--- src/rtl/servo_pkg.sv ---
// Shared servo constants and the angle type used by the ramp sequencer
// and the angle-to-pulse-width converters.
package servo_pkg;
   localparam int ANGLE_W          = 8;
   localparam int MAX_ANGLE        = 180;
   localparam int HOME_ANGLE       = 90;
   localparam int FRAME_CYCLES_50M = 1000000;

   typedef logic [ANGLE_W-1:0] angle_t;
endpackage

--- src/rtl/servo_joint_ramp.sv ---
// One joint: holds target and current angle and moves current toward target
// by at most STEP degrees on each frame step.
//   state     | meaning
//   AT_TARGET | current == target, o_at_target = 1, angle holds
//   RAMPING   | current != target, o_at_target = 0, steps on each i_step
module servo_joint_ramp
   import servo_pkg::*;
#(
   parameter int STEP       = 2,
   parameter int HOME_ANGLE = servo_pkg::HOME_ANGLE,
   parameter int MAX_ANGLE  = servo_pkg::MAX_ANGLE
) (
   input  logic       CLK,
   input  logic       RST_N,
   input  logic       i_load,
   input  logic [7:0] i_angle,
   input  logic       i_step,
   output logic [7:0] o_angle,
   output logic       o_at_target,
   output logic       o_at_target_nxt
);
   angle_t     r_cur;
   angle_t     r_tgt;
   logic       r_at_target;
   angle_t     w_cur_nxt;
   angle_t     w_tgt_nxt;
   logic [8:0] w_diff;

   always_comb begin
      w_cur_nxt = r_cur;
      w_diff    = '0;
      // The step always uses the target held before this edge, so a command
      // landing on a frame edge only takes effect on the following frame.
      if (i_step) begin
         if (r_cur < r_tgt) begin
            w_diff    = {1'b0, r_tgt} - {1'b0, r_cur};
            w_cur_nxt = (w_diff <= 9'(STEP)) ? r_tgt : r_cur + angle_t'(STEP);
         end else if (r_cur > r_tgt) begin
            w_diff    = {1'b0, r_cur} - {1'b0, r_tgt};
            w_cur_nxt = (w_diff <= 9'(STEP)) ? r_tgt : r_cur - angle_t'(STEP);
         end
      end
      w_tgt_nxt = r_tgt;
      if (i_load) begin
         w_tgt_nxt = (i_angle > angle_t'(MAX_ANGLE)) ? angle_t'(MAX_ANGLE) : i_angle;
      end
      o_at_target_nxt = (w_cur_nxt == w_tgt_nxt);
   end

   always_ff @(posedge CLK or negedge RST_N) begin
      if (!RST_N) begin
         r_cur       <= angle_t'(HOME_ANGLE);
         r_tgt       <= angle_t'(HOME_ANGLE);
         r_at_target <= 1'b1;
      end else begin
         r_cur       <= w_cur_nxt;
         r_tgt       <= w_tgt_nxt;
         r_at_target <= o_at_target_nxt;
      end
   end

   assign o_angle     = r_cur;
   assign o_at_target = r_at_target;
endmodule

--- src/rtl/servo_ramp_sequencer.sv ---
// Robot-arm joint sequencer: frame counter, command decode and per-joint
// ramp instances packed onto a shared angle bus.
module servo_ramp_sequencer
   import servo_pkg::*;
#(
   parameter int NJ           = 4,
   parameter int FRAME_CYCLES = servo_pkg::FRAME_CYCLES_50M,
   parameter int CNT_W        = 20,
   parameter int STEP         = 2,
   parameter int HOME_ANGLE   = servo_pkg::HOME_ANGLE,
   parameter int MAX_ANGLE    = servo_pkg::MAX_ANGLE
) (
   input  logic            CLK,
   input  logic            RST_N,
   input  logic            cmd_valid,
   output logic            cmd_ready,
   input  logic [2:0]      cmd_joint,
   input  logic [7:0]      cmd_angle,
   output logic [NJ*8-1:0] angle_bus,
   output logic [NJ-1:0]   at_target,
   output logic            moving,
   output logic            frame_tick,
   output logic            cmd_err
);
   logic [CNT_W-1:0] r_frame_cnt;
   logic             r_cmd_ready;
   logic             r_frame_tick;
   logic             r_cmd_err;
   logic             r_moving;
   logic             w_wrap;
   logic             w_accept;
   logic             w_joint_ok;
   logic [NJ-1:0]    w_load;
   logic [NJ-1:0]    w_at_nxt;

   assign w_wrap     = (r_frame_cnt == CNT_W'(FRAME_CYCLES - 1));
   assign w_accept   = cmd_valid & r_cmd_ready;
   assign w_joint_ok = (int'(cmd_joint) < NJ);

   for (genvar j = 0; j < NJ; j++) begin : g_joint
      assign w_load[j] = w_accept & w_joint_ok & (cmd_joint == 3'(j));

      servo_joint_ramp #(
         .STEP       (STEP),
         .HOME_ANGLE (HOME_ANGLE),
         .MAX_ANGLE  (MAX_ANGLE)
      ) u_joint (
         .CLK             (CLK),
         .RST_N           (RST_N),
         .i_load          (w_load[j]),
         .i_angle         (cmd_angle),
         .i_step          (w_wrap),
         .o_angle         (angle_bus[8*j +: 8]),
         .o_at_target     (at_target[j]),
         .o_at_target_nxt (w_at_nxt[j])
      );
   end

   always_ff @(posedge CLK or negedge RST_N) begin
      if (!RST_N) begin
         r_frame_cnt  <= '0;
         r_cmd_ready  <= 1'b0;
         r_frame_tick <= 1'b0;
         r_cmd_err    <= 1'b0;
         r_moving     <= 1'b0;
      end else begin
         r_frame_cnt  <= w_wrap ? '0 : r_frame_cnt + 1'b1;
         r_cmd_ready  <= 1'b1;
         r_frame_tick <= w_wrap;
         r_cmd_err    <= w_accept & ~w_joint_ok;
         r_moving     <= ~&w_at_nxt;
      end
   end

   assign cmd_ready  = r_cmd_ready;
   assign frame_tick = r_frame_tick;
   assign cmd_err    = r_cmd_err;
   assign moving     = r_moving;
endmodule
--- config.mk ---
export PLATFORM = sky130hd
export DESIGN_NAME = servo_ramp_sequencer
export DESIGN_NICKNAME = d
export VERILOG_FILES = /design/src/rtl/servo_pkg.sv /design/src/rtl/servo_joint_ramp.sv /design/src/rtl/servo_ramp_sequencer.sv
export SDC_FILE = /design/constraint.sdc
export NUM_CORES = 1
export LEC_CHECK = 0
export BUFFER_PORTS_ARGS = -buffer_cell sky130_fd_sc_hd__buf_2
export CORE_MARGIN = 3
export CORE_UTILIZATION = 45
export DETAILED_ROUTE_END_ITERATION = 8
export PLACE_DENSITY = 0.62
export SYNTH_ARGS = -nofsm -noshare
export SYNTH_HDL_FRONTEND = slang
export SYNTH_SLANG_ARGS = --single-unit
--- constraint.sdc ---
create_clock -name CLK -period 11.8 [get_ports CLK]
set_clock_uncertainty 0.05 [all_clocks]
set_input_delay 1.77 -clock CLK [delete_from_list [all_inputs] [get_ports CLK]]
set_output_delay 1.77 -clock CLK [all_outputs]
set_load 0.005 [all_outputs]
==> results of run 1 <==
registers in the layout (all words and copies together) (netlist names):
name and flops:
r_frame_cnt 20, cmd_err 1, g_joint.u_joint.o_angle 32, frame_tick 1
g_joint.u_joint.o_at_target 4, cmd_ready 1, moving 1, g_joint.u_joint.r_tgt 32
layout by cell type (no fill, tap or decap), types with 8 or more instances in the layout:
master and instances:
mux2_2 10, or3_1 10, xor2_1 28, and4_1 10, o21a_1 12, fa_1 8
a21oi_1 93, a31oi_1 9, a22oi_1 9, and2_1 9, ha_1 73, xnor2_1 33
dfrtp_1 56, a221oi_1 8, inv_1 105, nand2_1 89, nand3_1 45, nand2b_1 14
nor2_1 105, or4_1 9, nand4_1 27, o21ai_0 70, a21o_1 16, mux2i_1 26
clkbuf_16 9, or2_2 10, nor3_1 48, o221ai_1 8, a211oi_1 21, and3_1 15
nor4_1 8, o211ai_1 15, buf_2 52, o22ai_1 11, dfstp_2 36
stage by stage:
stage,power [mW],cell area (um^2)
floorplan,0.794,9730
global placement,0.918,10100
detailed placement,0.921,10100
CTS,1.22,10400
global route,1.31,10400
finish,1.22,10400
area by class of cell:
cell class | count | share of cell area
Multi-Input combinational cell | 972 | 0.644
Tap cell | 275 | 0.0331
Sequential cell | 92 | 0.226
Clock inverter | 7 | 0.00709
Clock buffer | 9 | 0.0216
Timing Repair Buffer | 59 | 0.0301
Inverter | 106 | 0.0382
logic make-up after synthesis:
logic type | count (synthesis)
adder cells (fa/ha/maj) | 81
AO/OA/AOI/OAI | 356
buffers and inverters | 171
other | 1
multiplexers | 37
XOR/XNOR | 62
flip-flops | 92
AND/OR/NAND/NOR | 435
power breakdown:
group / switching (mW) / internal [mW]
sequential: 0.0366 / 0.353
clock: 0.130 / 0.166
combinational: 0.334 / 0.202
total: 0.501 / 0.720
final timing paths:
check	to	depth (start not counted)	slack (ns)
worst max-delay path	moving	15	7.22
worst min-delay path	r_frame_cnt[0]	1	0.43
worst max register to register	moving	15	7.22
worst min register to register	r_frame_cnt[0]	1	0.43
max in group asynchronous	g_joint[2].u_joint.o_angle[2]	2	9.27
min in group asynchronous	r_frame_cnt[12]	1	1.23
layer usage:
metal,share of wire,vias to the layer above
li1,-,4507
met1,0.49,4467
met2,0.45,265
met3,0.045,37
met4,0.021,2
met5,0.00040,-
worst max-delay path: stages (launching register included):
cell	delay, ns
dfrtp_1	0.38
ha_1	0.19
and3_1	0.20
nand3_1	0.18
or3_2	0.45
buf_4	0.33
clkinv_1	0.29
buf_4	0.49
nand3_1	0.25
a211oi_1	0.23
a21oi_1	0.07
o211a_1	0.17
xnor2_1	0.17
or4b_1	0.47
nor4b_1	0.41
nand4_1	0.12
==> impl_metrics.py, run 1 <==
metrics = {
    "outcome": {
        "status": "finished clean",
    },
    "drt": {
        "drt_pass1_iterations": 5,
        "wl_per_cell_um": 18.2,
        "drtIter0Drc": 624,
        "viasPerCell": 6.10,
        "vias": 9278,
        "drc_errors": 0,
        "wl_mm": 27.7,
        "postRouteAntennaNets": 0,
    },
    "place": {
        "hpwl_mm": 21.1,
        "io_buffers": 53,
        "place_worst_setup_slack_ns": 6.95,
        "dp_cells": 1504,
        "gp_congestion": 0.922,
    },
    "setup_path": {
        "startpoint": "r_frame_cnt[0]",
        "critPathArrivalTime_ns": 4.74,
        "required_ns": 11.96,
        "r2r_start": "r_frame_cnt[0]",
        "end_kind": "register",
        "worstSetupPathType": "reg2reg",
        "cp-start-kind": "register",
        "crit_fanout": 57,
    },
    "synthesis": {
        "synth_top_area_cell": "dfrtp_1",
        "synth_top_family_by_area": "compound AO/OA/AOI/OAI gates",
        "syn-num-nets": 1330,
        "synth_cell_types": 89,
        "syn_area_um2": 9730,
        "synth_area_leaders": "dfrtp_1, dfstp_2, ha_1",
        "synth_edf_count": 0,
        "synth.most_common_cell": "inv_1",
        "synth_compound_area_frac": 0.249,
        "async_reset_ff_frac": 1.00,
        "synthAdderAreaFrac": 0.110,
        "synth_seq_cells": 92,
        "ys.flop_type": "dfrtp_1",
        "yosys.area_share.simple": 0.231,
        "synth_xor_area_frac": 0.0566,
        "yosys-mux-area-fraction": 0.0406,
        "yosys.area.top_type_share": 0.144,
        "syn_inst": 1235,
        "ys_seq_area_frac": 0.241,
        "yosys-top-cells-count": "inv_1, nor2_1, a21oi_1",
        "yosysWarnings": 0,
        "avgSynthCellArea_um2": 7.88,
    },
    "timing": {
        "hold-worst-slack_ns": 0.431,
        "setup_violations": 0,
        "drv_slew": 0,
        "period_needed_ns": 4.58,
        "rsz0062_at_grt": "false",
        "fmax_mhz": 218,
        "worstMarginPinSlew_ns": 1.07,
        "fin_crit_sh": 0.389,
        "relSlewSlack": 0.288,
        "setup_ws_ns": 7.22,
        "hold_viol": 0,
        "setup_tns_ns": 0,
    },
    "floorplanning": {
        "chipWidth_um": 153,
        "io_pins": 54,
        "die-area_um2": 23400,
        "start_util": 0.460,
        "rows": 53,
        "die_h_um": 153,
        "core_um2": 21200,
    },
    "power": {
        "ir_drop_mv": 0.0807,
        "power.density_nw_per_um2": 117,
        "p_leak_nw": 4.56,
    },
    "finish": {
        "layout-drive-gt1-share": 0.125,
        "layout.nets": 1335,
        "nFillCells": 2084,
        "areaGrowthSynthToFinish_pct": 6.98,
        "final_cells": 1520,
        "seqCellArea_um2": 2350,
        "post-route-util": 0.492,
        "multi_input_area_um2": 6710,
        "num_antenna_cells": 0,
    },
    "grt": {
        "grt_use_met3": 0.0266,
        "antenna_found_initial": 1,
        "use_met1": 0.345,
        "overflow": 0,
        "grt_util_all_layers": 0.232,
        "top_usage_layer": "met2",
        "use_met2": 0.355,
        "grt_max_degree": 74,
        "grt_pass1_vias": 8714,
        "grt_pass1_wl_mm": 45.7,
    },
    "clock_tree": {
        "cts-root-buf": "clkbuf_16",
        "cts_made_buffers": 9,
        "cts.sinks": 92,
        "postCtsSetupRepairBufs": 0,
        "path_clk_slew_ns": 0.06,
        "cts_tree": "done",
        "cts.repair.resized": 0,
        "postCtsHoldBufs": 0,
        "htreeDepth": 3,
        "clockBufferDepth": 2,
        "clk_latency_ns": 0.35,
    },
    "min_path": {
        "hp-start": "r_frame_cnt[0]",
        "hold_class": "reg2reg",
    },
    "run": {
        "maxCapViolations": 0,
    },
}
Power figures use the tool's default switching activity.
==> inputs of run 2 (changes only) <==
--- a/config.mk
+++ b/config.mk
@@ -9,7 +9,7 @@
 export CORE_MARGIN = 3
 export CORE_UTILIZATION = 45
 export DETAILED_ROUTE_END_ITERATION = 8
-export PLACE_DENSITY = 0.62
+export PLACE_DENSITY = 0.64
 export SYNTH_ARGS = -nofsm -noshare
 export SYNTH_HDL_FRONTEND = slang
 export SYNTH_SLANG_ARGS = --single-unit
==> constraint.sdc (replaced) <==
create_clock -name CLK -period 3.8 [get_ports CLK]
set_clock_uncertainty 0.05 [all_clocks]
set_input_delay 0.57 -clock CLK [delete_from_list [all_inputs] [get_ports CLK]]
set_output_delay 0.57 -clock CLK [all_outputs]
set_load 0.005 [all_outputs]
==> impl_metrics.py, run 2 (synthesized netlist as in run 1, its figures left out) <==
metrics = {
    "outcome": {
        "status": "finished with violations",
        "violations": "setup timing",
    },
    "timing": {
        "setup_violations": 3,
        "fin_crit_sh": 1.04,
        "hold_viol": 0,
        "fmax_mhz": 253,
        "period_needed_ns": 3.96,
        "relSlewSlack": 0.386,
        "drv_slew": 0,
        "setup_tns_ns": -0.282,
        "setup_ws_ns": -0.156,
        "worstMarginPinSlew_ns": 0.921,
        "rsz0062_at_grt": "true",
    },
    "finish": {
        "nFillCells": 1863,
        "seqCellArea_um2": 2350,
        "post-route-util": 0.610,
        "areaGrowthSynthToFinish_pct": 32.6,
        "layout-drive-gt1-share": 0.333,
        "multi_input_area_um2": 7250,
        "num_antenna_cells": 0,
        "layout.nets": 1581,
        "final_common_cell": "buf_4",
        "finalInstanceArea_um2": 12900,
        "layout_common_cells": "buf_4, nor2_1, inv_1",
    },
    "grt": {
        "grt_max_degree": 69,
        "overflow": 0,
        "use_met2": 0.434,
        "grt_pass1_vias": 10200,
        "grt_use_met3": 0.0385,
        "top_usage_layer": "met2",
        "antenna_found_initial": 0,
        "grt_util_all_layers": 0.268,
        "use_met1": 0.378,
        "grt_pass1_wl_mm": 52.3,
    },
    "setup_path": {
        "required_ns": 3.98,
        "r2r_start": "g_joint[3].u_joint.o_angle[1]",
        "crit_fanout": 6,
        "worstSetupPathType": "reg2reg",
        "slowest_stage": "dfstp_2",
        "crit_chain": "inv_4, ha_4, nor2b_4, o21a_1, or4_1, a2111o_1, or4_4, buf_8, o311ai_4, a22oi_2, xnor2_2, o2111ai_4, nor4_4, nand4_1",
        "slowest_delay_ns": 0.57,
        "worst_r2r_path_depth": 14,
        "critPathArrivalTime_ns": 4.13,
        "reg2reg_slack_ns": -0.16,
        "timing.rr.end": "moving",
        "cp-start-kind": "register",
        "end_kind": "register",
    },
    "drt": {
        "viasPerCell": 5.92,
        "wl_per_cell_um": 18.4,
        "vias": 10500,
        "wl_mm": 32.5,
        "drt_pass1_iterations": 5,
        "postRouteAntennaNets": 0,
        "drc_errors": 0,
        "drtIter0Drc": 965,
    },
    "clock_tree": {
        "path_clk_slew_ns": 0.07,
        "cts.sinks": 92,
        "cts-root-buf": "clkbuf_16",
        "cts_tree": "done",
        "htreeDepth": 3,
        "postCtsHoldBufs": 0,
        "clk_latency_ns": 0.35,
        "clockBufferDepth": 2,
        "cts_made_buffers": 9,
    },
    "place": {
        "placed_cell_area_um2": 11900,
        "hpwl_mm": 24.8,
        "gp_congestion": 0.998,
        "io_buffers": 53,
    },
    "power": {
        "p_leak_nw": 5.89,
        "power.density_nw_per_um2": 357,
        "ir_drop_mv": 0.253,
    },
    "min_path": {
        "hold_class": "in2async",
    },
    "floorplanning": {
        "chipWidth_um": 153,
        "start_util": 0.460,
        "die_h_um": 153,
        "io_pins": 54,
        "core_um2": 21200,
        "die-area_um2": 23400,
        "rows": 53,
    },
    "run": {
        "maxCapViolations": 0,
    },
}
-- run 2: cell types whose count changed in the layout (fill, tap and decap cells not counted), moves of 8 or more --
cell / change
ha_1: -10
a211oi_1: -11
a21oi_1: -9
buf_4: +239
a21oi_2: +8
o21ai_0: -8
a211oi_2: +10
-- run 2: stage by stage --
step | hold slack [ns] | instances | total power, mW | setup WS, ns
finish | 0.295 | 1766 | 4.60 | -0.156
global route | 0.369 | 1766 | 4.87 | -0.312
CTS | 0.335 | 1752 | 4.47 | -0.120
detailed placement | 0.435 | 1727 | 3.27 | -0.271
global placement | 0.421 | 1727 | 3.26 | -0.198
floorplan | 0.224 | 1235 | 2.50 | -0.0988
-- run 2: layout make-up --
cell class              count  area share
clock buffers              12      0.0191
inverters                 106      0.0311
well taps                 275      0.0267
repair buffers            305       0.171
multi-input cells         972       0.562
flip-flops and latches     92       0.182
clock inverters             4     0.00767
-- run 2: worst max-delay path by stage --
stage / cells after the start / to / from
after floorplan: 14 / moving / g_joint[3].u_joint.o_angle[1]
after global placement: 14 / moving / g_joint[3].u_joint.r_tgt[1]
after detailed placement: 17 / moving / g_joint[2].u_joint.o_angle[0]
after CTS: 14 / moving / g_joint[3].u_joint.o_angle[1]
after global routing: 14 / moving / g_joint[3].u_joint.o_angle[1]
final: 14 / moving / g_joint[3].u_joint.o_angle[1]
-- run 2: repair_timing --
action / 4_1_cts / 5_1_grt
setup buffers: 9 / 14
pin swaps: 30 / 41
endpoints found under the setup margin: 5 / 5
resized for setup: 46 / 73
-- run 2: worst max-delay path: cells and delay by family, from the launching register on --
family                   cells  cell delay, ns
AND/OR/NAND/NOR              5            1.42
XOR/XNOR                     1            0.24
flip-flops                   1            0.57
adder cells (fa/ha/maj)      1            0.21
buffers and inverters        2            0.21
AO/OA/AOI/OAI                5            1.15
-- run 2: routing by layer --
metal / share of wire / wire [um]
met1: 0.46 / 14900
met2: 0.47 / 15200
met5: 0 / 0
met3: 0.055 / 1800
met4: 0.019 / 632
-- run 2: power breakdown --
| part | internal, mW | total (mW) | switching, mW |
|---|---|---|---|
| Sequential | 1.09 | 1.18 | 0.0907 |
| Clock | 0.664 | 1.08 | 0.414 |
| Combinational | 1.05 | 2.34 | 1.29 |
